### src/rtl/ieee32_pkg.sv
// Shared binary32 field widths, special-value constants and the subtractor
// FSM state type.
package ieee32_pkg;

  localparam int unsigned WORD_W = 32;
  localparam int unsigned EXP_W  = 8;
  localparam int unsigned MANT_W = 23;
  localparam int unsigned EXT_W  = 27;  // hidden bit + 23 fraction + guard/round/sticky
  localparam int unsigned SUM_W  = 28;  // EXT_W plus carry-out

  localparam logic [WORD_W-1:0] NAN_VAL  = 32'hFFFF_FFFF;
  localparam logic [EXP_W-1:0]  EXP_ONES = 8'hFF;

  typedef enum logic [2:0] {
    IDLE,
    ALIGN,
    ADD,
    NORM,
    ROUND,
    DONE
  } state_t;

endpackage

### src/rtl/lzc28.sv
// Combinational leading-zero counter for the 28-bit sum; an all-zero input
// returns 28.
module lzc28 (
  input  logic [27:0] din,
  output logic [4:0]  count
);

  always_comb begin
    count = 5'd28;
    // Ascending scan: the highest set bit is the last to overwrite.
    for (int unsigned i = 0; i < 28; i++) begin
      if (din[i]) count = 5'(27 - i);
    end
  end

endmodule

### src/rtl/ieee32float_subtractor.sv
// Multi-cycle binary32 subtractor (s = a - b): align, add, normalise and
// round-to-nearest-even, with a valid/ready handshake on both sides.
module ieee32float_subtractor
  import ieee32_pkg::*;
(
  input  logic        clk,
  input  logic        rst_n,
  input  logic        in_valid,
  output logic        in_ready,
  input  logic [31:0] a,
  input  logic [31:0] b,
  output logic        out_valid,
  input  logic        out_ready,
  output logic [31:0] s
);

  state_t              state_q, state_d;
  logic                in_ready_q, in_ready_d;
  logic                out_valid_q, out_valid_d;
  logic [WORD_W-1:0]   s_q, s_d;
  logic [WORD_W-1:0]   x_q, x_d, y_q, y_d;
  logic                sign_q, sign_d;
  logic signed [9:0]   exp_q, exp_d;
  logic [EXT_W-1:0]    mag_l_q, mag_l_d, mag_s_q, mag_s_d;
  logic                sub_q, sub_d;
  logic [SUM_W-1:0]    sum_q, sum_d;
  logic [EXT_W-1:0]    nm_q, nm_d;
  logic                zero_q, zero_d;

  // Special-operand detection on the raw inputs, with b already negated
  logic [WORD_W-1:0] bn;
  logic              a_inf, a_nan, b_inf, b_nan, special_in;
  logic [WORD_W-1:0] special_res;

  always_comb begin
    bn          = {~b[31], b[30:0]};
    a_inf       = (a[30:23] == EXP_ONES) && (a[22:0] == '0);
    a_nan       = (a[30:23] == EXP_ONES) && (a[22:0] != '0);
    b_inf       = (bn[30:23] == EXP_ONES) && (bn[22:0] == '0);
    b_nan       = (bn[30:23] == EXP_ONES) && (bn[22:0] != '0);
    special_in  = (a[30:23] == EXP_ONES) || (bn[30:23] == EXP_ONES);
    special_res = NAN_VAL;
    if (a_nan || b_nan)               special_res = NAN_VAL;
    else if (a_inf && b_inf)          special_res = (a[31] == bn[31]) ? {a[31], EXP_ONES, 23'h0} : NAN_VAL;
    else if (a_inf)                   special_res = {a[31], EXP_ONES, 23'h0};
    else if (b_inf)                   special_res = {bn[31], EXP_ONES, 23'h0};
  end

  // ALIGN: denormals become zero mantissas; the smaller operand is shifted right
  logic [23:0] x_man, y_man, man_l, man_s;
  logic [7:0]  exp_l, exp_s, diff;
  logic        x_ge, al_sign;
  logic [49:0] shifted;
  logic [EXT_W-1:0] al_small;

  always_comb begin
    x_man   = (x_q[30:23] == '0) ? '0 : {1'b1, x_q[22:0]};
    y_man   = (y_q[30:23] == '0) ? '0 : {1'b1, y_q[22:0]};
    x_ge    = {x_q[30:23], x_man} >= {y_q[30:23], y_man};
    man_l   = x_ge ? x_man : y_man;
    man_s   = x_ge ? y_man : x_man;
    exp_l   = x_ge ? x_q[30:23] : y_q[30:23];
    exp_s   = x_ge ? y_q[30:23] : x_q[30:23];
    al_sign = x_ge ? x_q[31] : y_q[31];
    diff    = exp_l - exp_s;
    shifted = {man_s, 26'b0} >> diff;
    if (diff >= 8'd26) al_small = {26'b0, |man_s};
    else               al_small = {shifted[49:24], |shifted[23:0]};
  end

  // NORM: carry-out shifts right; otherwise bring the leading one to bit 26
  logic [4:0]        lz, shamt;
  logic [SUM_W-1:0]  sum_sh;
  logic signed [9:0] nrm_exp;
  logic [EXT_W-1:0]  nrm_mant;

  lzc28 u_lzc (
    .din   (sum_q),
    .count (lz)
  );

  always_comb begin
    shamt    = lz - 5'd1;
    sum_sh   = sum_q << shamt;
    nrm_exp  = exp_q;
    nrm_mant = sum_sh[EXT_W-1:0];
    if (sum_q[27]) begin
      nrm_exp  = exp_q + 10'sd1;
      nrm_mant = {sum_q[27:2], |sum_q[1:0]};
    end else begin
      nrm_exp  = exp_q - $signed({5'b0, shamt});
    end
  end

  // ROUND: nearest-even on guard/round/sticky, then range checks
  logic              round_up;
  logic [24:0]       m25;
  logic signed [9:0] rnd_exp;
  logic [22:0]       rnd_mant;
  logic [WORD_W-1:0] rnd_res;

  always_comb begin
    round_up = nm_q[2] & (nm_q[1] | nm_q[0] | nm_q[3]);
    m25      = {1'b0, nm_q[26:3]} + {24'b0, round_up};
    rnd_exp  = exp_q + $signed({9'b0, m25[24]});
    rnd_mant = m25[24] ? m25[23:1] : m25[22:0];
    if (zero_q)                 rnd_res = '0;
    else if (rnd_exp >= 10'sd255) rnd_res = {sign_q, EXP_ONES, 23'h0};
    else if (rnd_exp <= 10'sd0)   rnd_res = {sign_q, 31'h0};
    else                        rnd_res = {sign_q, rnd_exp[7:0], rnd_mant};
  end

  always_comb begin
    state_d     = state_q;
    in_ready_d  = in_ready_q;
    out_valid_d = out_valid_q;
    s_d         = s_q;
    x_d         = x_q;
    y_d         = y_q;
    sign_d      = sign_q;
    exp_d       = exp_q;
    mag_l_d     = mag_l_q;
    mag_s_d     = mag_s_q;
    sub_d       = sub_q;
    sum_d       = sum_q;
    nm_d        = nm_q;
    zero_d      = zero_q;
    unique case (state_q)
      IDLE: begin
        if (in_valid && in_ready_q) begin
          x_d        = a;
          y_d        = bn;
          in_ready_d = 1'b0;
          if (special_in) begin
            s_d         = special_res;
            out_valid_d = 1'b1;
            state_d     = DONE;
          end else begin
            state_d     = ALIGN;
          end
        end
      end
      ALIGN: begin
        sign_d  = al_sign;
        exp_d   = $signed({2'b00, exp_l});
        mag_l_d = {man_l, 3'b000};
        mag_s_d = al_small;
        sub_d   = x_q[31] ^ y_q[31];
        state_d = ADD;
      end
      ADD: begin
        sum_d   = sub_q ? ({1'b0, mag_l_q} - {1'b0, mag_s_q})
                        : ({1'b0, mag_l_q} + {1'b0, mag_s_q});
        state_d = NORM;
      end
      NORM: begin
        exp_d   = nrm_exp;
        nm_d    = nrm_mant;
        zero_d  = (sum_q == '0);
        state_d = ROUND;
      end
      ROUND: begin
        s_d         = rnd_res;
        out_valid_d = 1'b1;
        state_d     = DONE;
      end
      DONE: begin
        if (out_ready) begin
          out_valid_d = 1'b0;
          in_ready_d  = 1'b1;
          state_d     = IDLE;
        end
      end
      default: state_d = IDLE;
    endcase
  end

  always_ff @(posedge clk) begin
    if (!rst_n) begin
      state_q     <= IDLE;
      in_ready_q  <= 1'b1;
      out_valid_q <= 1'b0;
      s_q         <= '0;
      x_q         <= '0;
      y_q         <= '0;
      sign_q      <= 1'b0;
      exp_q       <= '0;
      mag_l_q     <= '0;
      mag_s_q     <= '0;
      sub_q       <= 1'b0;
      sum_q       <= '0;
      nm_q        <= '0;
      zero_q      <= 1'b0;
    end else begin
      state_q     <= state_d;
      in_ready_q  <= in_ready_d;
      out_valid_q <= out_valid_d;
      s_q         <= s_d;
      x_q         <= x_d;
      y_q         <= y_d;
      sign_q      <= sign_d;
      exp_q       <= exp_d;
      mag_l_q     <= mag_l_d;
      mag_s_q     <= mag_s_d;
      sub_q       <= sub_d;
      sum_q       <= sum_d;
      nm_q        <= nm_d;
      zero_q      <= zero_d;
    end
  end

  assign in_ready  = in_ready_q;
  assign out_valid = out_valid_q;
  assign s         = s_q;

endmodule

### config.mk
export PLATFORM = sky130hd
export DESIGN_NAME = ieee32float_subtractor
export DESIGN_NICKNAME = d
export VERILOG_FILES = /design/src/rtl/ieee32_pkg.sv /design/src/rtl/lzc28.sv /design/src/rtl/ieee32float_subtractor.sv
export SDC_FILE = /design/constraint.sdc
export NUM_CORES = 1
export LEC_CHECK = 0
export ABC_CLOCK_PERIOD_IN_PS = 7600
export BUFFER_PORTS_ARGS = -buffer_cell sky130_fd_sc_hd__buf_4
export CAP_MARGIN = 0
export CORE_MARGIN = 3
export CORE_UTILIZATION = 54
export CTS_CLUSTER_SIZE = 12
export DETAILED_ROUTE_END_ITERATION = 10
export PLACE_DENSITY = 0.75
export SLEW_MARGIN = 20
export SYNTH_ARGS = -nofsm -noshare
export SYNTH_HDL_FRONTEND = slang
export SYNTH_SLANG_ARGS = --single-unit
### constraint.sdc
create_clock -name clk -period 7.6 [get_ports clk]
set_clock_uncertainty 0.1 [all_clocks]
set_input_delay 0.76 -clock clk [delete_from_list [all_inputs] [get_ports clk]]
set_output_delay 0.76 -clock clk [all_outputs]
set_load 0.01 [all_outputs]
==> flow_summary.ini, run 1 <==
[placed_design]
gp_congestion = 1.00
dpl.hpwl_um = 39100
io_buffers = 101

[sta]
maxSlewViolCount = 0
tightest_slew_ns = 1.11
fin_crit_ns = 6.56
hold_viol_final = 0
setup_tns_ns = 0
max_freq_ghz = 0.152
setup-violations-final = 0
max-slew-margin-rel_pct = 25.8
rsz0062_at_grt = false
post-route-period-util_pct = 86.3

[logic_synthesis]
synth_xor_area_share_pct = 3.73
synth_edf_count = 0
syn-cell-area_um2 = 16900
synth_fp_nets = 2411
async_flop_share_pct = 0
yosysWarnings = 0
synth_top_area_cell = dfxtp_1
synthCells = 2243
ys_ff_latch = 220
synth_compound_area_share_pct = 24.7
synth_mux_area_share_pct = 10.3
synth_flop_cell = dfxtp_1
yosys-top-cells-area = dfxtp_1 (26%), nand2_1 (7.5%), ha_1 (7.3%)
synth_fa_ha_area_share_pct = 7.50
ys_types = 90
synth_top_cell_area_share_pct = 26.1
synth_top_family_by_area = compound AO/OA/AOI/OAI gates
yosys.area_share.simple_pct = 21.8
postSynthAreaPerCell_um2 = 7.53
ys_seq_area_share_pct = 26.1

[clock_network]
cts_tree = yes
post_cts_buffers = 0
cts_resized = 0
worstSkewPairLatency_ns = 0.55
clkSinkCount = 220
hold_buffers = 0
cts.path.max_buffers = 3
clk_pin_slew_ns = 0.06
cts_made_buffers = 26
htreeDepth = 1
clockRootBuffer = clkbuf_16

[outcome]
status = completed

[detailed_routing]
drt-initial-drc-count = 1463
dr.pass1.iters = 5
viasPerCell = 6.34
drc = 0
wl_per_cell_um = 19.8
detail-route-antenna-nets = 0
wl_um = 52600
vias = 16900

[final_layout]
mostFrequentLayoutCells = nand2_1 (338), a21oi_1 (220), dfxtp_1 (220)
layout-drive-gt1-share_pct = 12.4
fin_util_pct = 60.8
nets = 2414
num_antenna_cells = 0
final_common_cell = nand2_1
area_growth_pct = 10.4

[grt]
grt_overflow_total = 0
grt_pass1_vias = 16300
grtUsageTotal_pct = 30.7
grt_max_degree = 90
antenna_found_initial = 0
grt_pass1_wl_um = 85300

[die]
rows = 64
core_um2 = 30700
fp.dieArea_um2 = 33400
die_x_um = 183
die_y_um = 183
initial_core_util_pct = 55.1
io_pins = 102

[worst_setup_path]
worstSetupEndpointType = register
worstSetupPathType = reg -> reg
critPathRequiredTime_ns = 7.88
cp_max_fo = 22
cp.arrival_ns = 6.84
ff2ff_path_depth = 23
start_kind = register

[run]
cap_violations = 0

[min_path]
holdPathStages = 2
min_path_type = in -> reg
synth_stat cells (all sizes together) (49+ instances only):
master and instances:
xnor2 54, dfxtp 220, nand3 49, mux2i 68, nand2 338, ha 98
nor3 49, inv 97, nor2 218, clkbuf 132, o21ai 153, a21oi 221
registers in the layout, indices dropped and copies added (netlist names):
name	flops
exp_q	10
in_ready	1
mag_l_q	24
mag_s_q	27
nm_q	27
out_valid	1
s	32
sign_q	1
state_q	3
sub_q	1
sum_q	28
x_q	32
y_q	32
zero_q	1
layout make-up:
cell class	instances	area [µm²]
clock buffer	34	731
clock inverter	11	82.6
fill	2852	12000
inverter	98	370
multi-input combinational	1769	11600
sequential	220	4400
tap	396	495
timing repair buffer	131	983
kinds of logic after synthesis:
group | count (synthesis)
xor+xnor | 72
mux | 128
simple gates | 817
compound gates | 652
buf+inv | 254
fa+ha+maj | 100
flops | 220
layer usage:
metal | vias to the layer above | share of wire (%) | routed length (µm) | track usage [%]
li1 | 8090 | - | - | -
met1 | 7926 | 41 | 21600 | 38.9
met2 | 687 | 47 | 24800 | 52.2
met3 | 165 | 6.3 | 3310 | 3.69
met4 | 0 | 5.5 | 2920 | 14.5
met5 | - | 0 | 0 | 0
critical path, stage by stage, from the launching register on:
cell and delay (ns):
dfxtp_1 0.34, nor4_1 0.32, nand2_1 0.58, buf_4 0.38
nand2_1 0.12, ha_1 0.26, nand4_1 0.12, nor3_1 0.06
a221oi_1 0.29, and2_1 0.61, o21ai_4 0.30, a22oi_1 0.28
ha_1 0.26, nand2_1 0.06, o21ai_0 0.13, nor3_1 0.13
o41ai_4 0.14, buf_4 0.32, mux2i_1 0.18, mux4_2 0.49
and2_1 0.18, or4_1 0.47, a21oi_1 0.15, a311oi_1 0.10
final timing paths:
kind                 to  slack, ns  startpoint
min             y_q[31]       0.32       b[31]
max          mag_s_q[0]       1.04     y_q[27]
min reg2reg     x_q[19]       0.35     x_q[19]
max reg2reg  mag_s_q[0]       1.04     y_q[27]
stage by stage:
stage | cells | cell area (µm²) | setup slack [ns] | hold WS [ns]
finish | 2659 | 18600 | 1.04 | 0.321
CTS | 2659 | 18600 | 1.02 | 0.295
floorplan | 2243 | 16900 | 1.37 | 0.332
detailed placement | 2614 | 17800 | 1.05 | 0.346
global route | 2659 | 18600 | 0.527 | 0.314
global placement | 2614 | 17800 | 1.24 | 0.342
Power of run 1 is left out: the tool's default activity adds up to more than one toggle a clock period on the data nets, which glitch-free logic cannot reach.
==> run 2, diff against run 1 <==
--- a/config.mk
+++ b/config.mk
@@ -7,3 +7,3 @@
 export LEC_CHECK = 0
-export ABC_CLOCK_PERIOD_IN_PS = 7600
+export ABC_CLOCK_PERIOD_IN_PS = 8400
 export BUFFER_PORTS_ARGS = -buffer_cell sky130_fd_sc_hd__buf_4
==> constraint.sdc (replaced) <==
create_clock -name clk -period 8.4 [get_ports clk]
set_clock_uncertainty 0.1 [all_clocks]
set_input_delay 0.84 -clock clk [delete_from_list [all_inputs] [get_ports clk]]
set_output_delay 0.84 -clock clk [all_outputs]
set_load 0.005 [all_outputs]
==> run 2 against run 1 <==
Net effect:
- flip-flop and latch count unchanged
- first-iteration DRC count down 0.34%
- critical path depth down 4
- wire length down 3.2%
- setup slack worse by 0.017 ns
- utilization about the same
- count of clock-buffer cells in the layout up 2
- via count down 1.0%
- cell count down 0.15%
- global-route usage down 1.1 points
- register-to-register slack worse by 0.02 ns
- sequential share of layout area about the same
==> flow_summary.ini, run 2 (synthesis gave the netlist of run 1 again) <==
[sta]
fin_crit_ns = 7.37
max-slew-margin-rel_pct = 32.6
tightest_slew_ns = 1.00
setup-violations-final = 0
maxSlewViolCount = 0
max_freq_ghz = 0.136
hold_viol_final = 0
post-route-period-util_pct = 87.8
rsz0062_at_grt = false
setup_tns_ns = 0

[detailed_routing]
vias = 16700
drt-initial-drc-count = 1458
detail-route-antenna-nets = 0
drc = 0
viasPerCell = 6.29
wl_um = 50900
wl_per_cell_um = 19.2
dr.pass1.iters = 5

[clock_network]
cts_tree = yes
hold_buffers = 0
post_cts_buffers = 0
cts_resized = 0
clockRootBuffer = clkbuf_16
clkSinkCount = 220
cts_made_buffers = 27
htreeDepth = 1
clk_pin_slew_ns = 0.06
cts.path.max_buffers = 3
worstSkewPairLatency_ns = 0.56

[final_layout]
layout-drive-gt1-share_pct = 12.1
area_growth_pct = 10.3
num_antenna_cells = 0
nets = 2412
final_cell_area_um2 = 18600
final_common_cell = nand2_1
mostFrequentLayoutCells = nand2_1 (338), a21oi_1 (220), dfxtp_1 (220)
n_fill_cell = 2850

[worst_setup_path]
critPathRequiredTime_ns = 8.70
ff2ff_setup_slack_ns = 1.03
ff2ff_path_depth = 19
worstSetupEndpointType = register
critPathMaxStageDelay_ns = 0.84
crit_chain = nor4_1 -> nand2_1 -> and2_1 -> ha_1 -> a21oi_1 -> o21ai_0 -> a221oi_1 -> and2_1 -> o21ai_4 -> buf_4 -> and3_1 -> o41ai_4 -> buf_4 -> mux2_2 -> mux4_2 -> and2_1 -> or4_1 -> a21oi_1 -> a311oi_1
worstSetupPathType = reg -> reg
cp_max_fo = 26
r2r-start = x_q[27]
cp.arrival_ns = 7.67
start_kind = register
crit_path_top_delay_cell = o41ai_4
crit_path_frequent_cell = and2_1
r2r_end = mag_s_q[0]

[die]
die_x_um = 183
die_y_um = 183
io_pins = 102
fp.dieArea_um2 = 33400
core_um2 = 30700
initial_core_util_pct = 55.1
rows = 64

[grt]
antenna_found_initial = 0
met1_usage_pct = 38.5
grtUsageTotal_pct = 29.6
use_met3_pct = 3.43
grt-busiest-layer = met2
grt_util_met2_pct = 50.2
grt_pass1_vias = 15800
grt_max_degree = 94
grt_overflow_total = 0
grt_pass1_wl_um = 82400

[min_path]
min_path_type = reg -> reg
holdPathStages = 2
worstHoldStart = y_q[18]
hold_end = y_q[18]

[placed_design]
gp_congestion = 0.956
dpl.hpwl_um = 37600
dpl-instance-area_um2 = 17800
io_buffers = 101

[outcome]
status = completed

[run]
cap_violations = 0
## run 2: changes by cell type in the layout (fill, tap and decap cells not counted), sizes merged
cell	delta
clkinvlp	-2
clkinv	-4
clkbuf	+2
bufinv	+1
buf	-3
inv	+2
## run 2: per-stage QoR
stage / hold slack, ns / setup slack, ns / instances / util [%]
floorplan: 0.332 / 2.17 / 2243 / -
global placement: 0.347 / 1.29 / 2611 / 58.0
detailed placement: 0.352 / 1.19 / 2611 / 58.0
CTS: 0.360 / 1.17 / 2655 / 60.7
global route: 0.374 / 0.618 / 2655 / 60.8
finish: 0.357 / 1.03 / 2655 / 60.8
## run 2: critical path: cells and delay by family (launching register included)
| kind | cells | cell delay, ns |
|---|---|---|
| AO/OA/AOI/OAI | 7 | 1.73 |
| adder cells (fa/ha/maj) | 1 | 0.34 |
| buffers and inverters | 2 | 0.71 |
| flip-flops | 1 | 0.38 |
| multiplexers | 2 | 0.86 |
| AND/OR/NAND/NOR | 7 | 3.05 |
## run 2: cell type report
type	instances	area (µm²)	share of cell area (%)
clock buffers	36	759	4.08
inverters	98	370	1.99
flip-flops and latches	220	4400	23.6
multi-input cells	1769	11600	62.1
well taps	396	495	2.66
clock inverters	8	80.1	0.430
repair buffers	128	961	5.16
## run 2: worst max-delay path by stage
| stage | from | endpoint | depth (start not counted) |
|---|---|---|---|
| after floorplan | sum_q[0] | exp_q[9] | 31 |
| after global placement | x_q[27] | mag_s_q[0] | 19 |
| after CTS | x_q[27] | mag_s_q[0] | 19 |
| after detailed placement | x_q[27] | mag_s_q[0] | 19 |
| final | x_q[27] | mag_s_q[0] | 19 |
| after global routing | x_q[27] | mag_s_q[0] | 19 |
## run 2: layer usage
metal / vias up / routed length (µm)
met5: - / 0
met4: 0 / 2340
met3: 129 / 2850
met2: 587 / 24300
met1: 7899 / 21500
li1: 8082 / -
Power of run 2 is left out for the same reason.
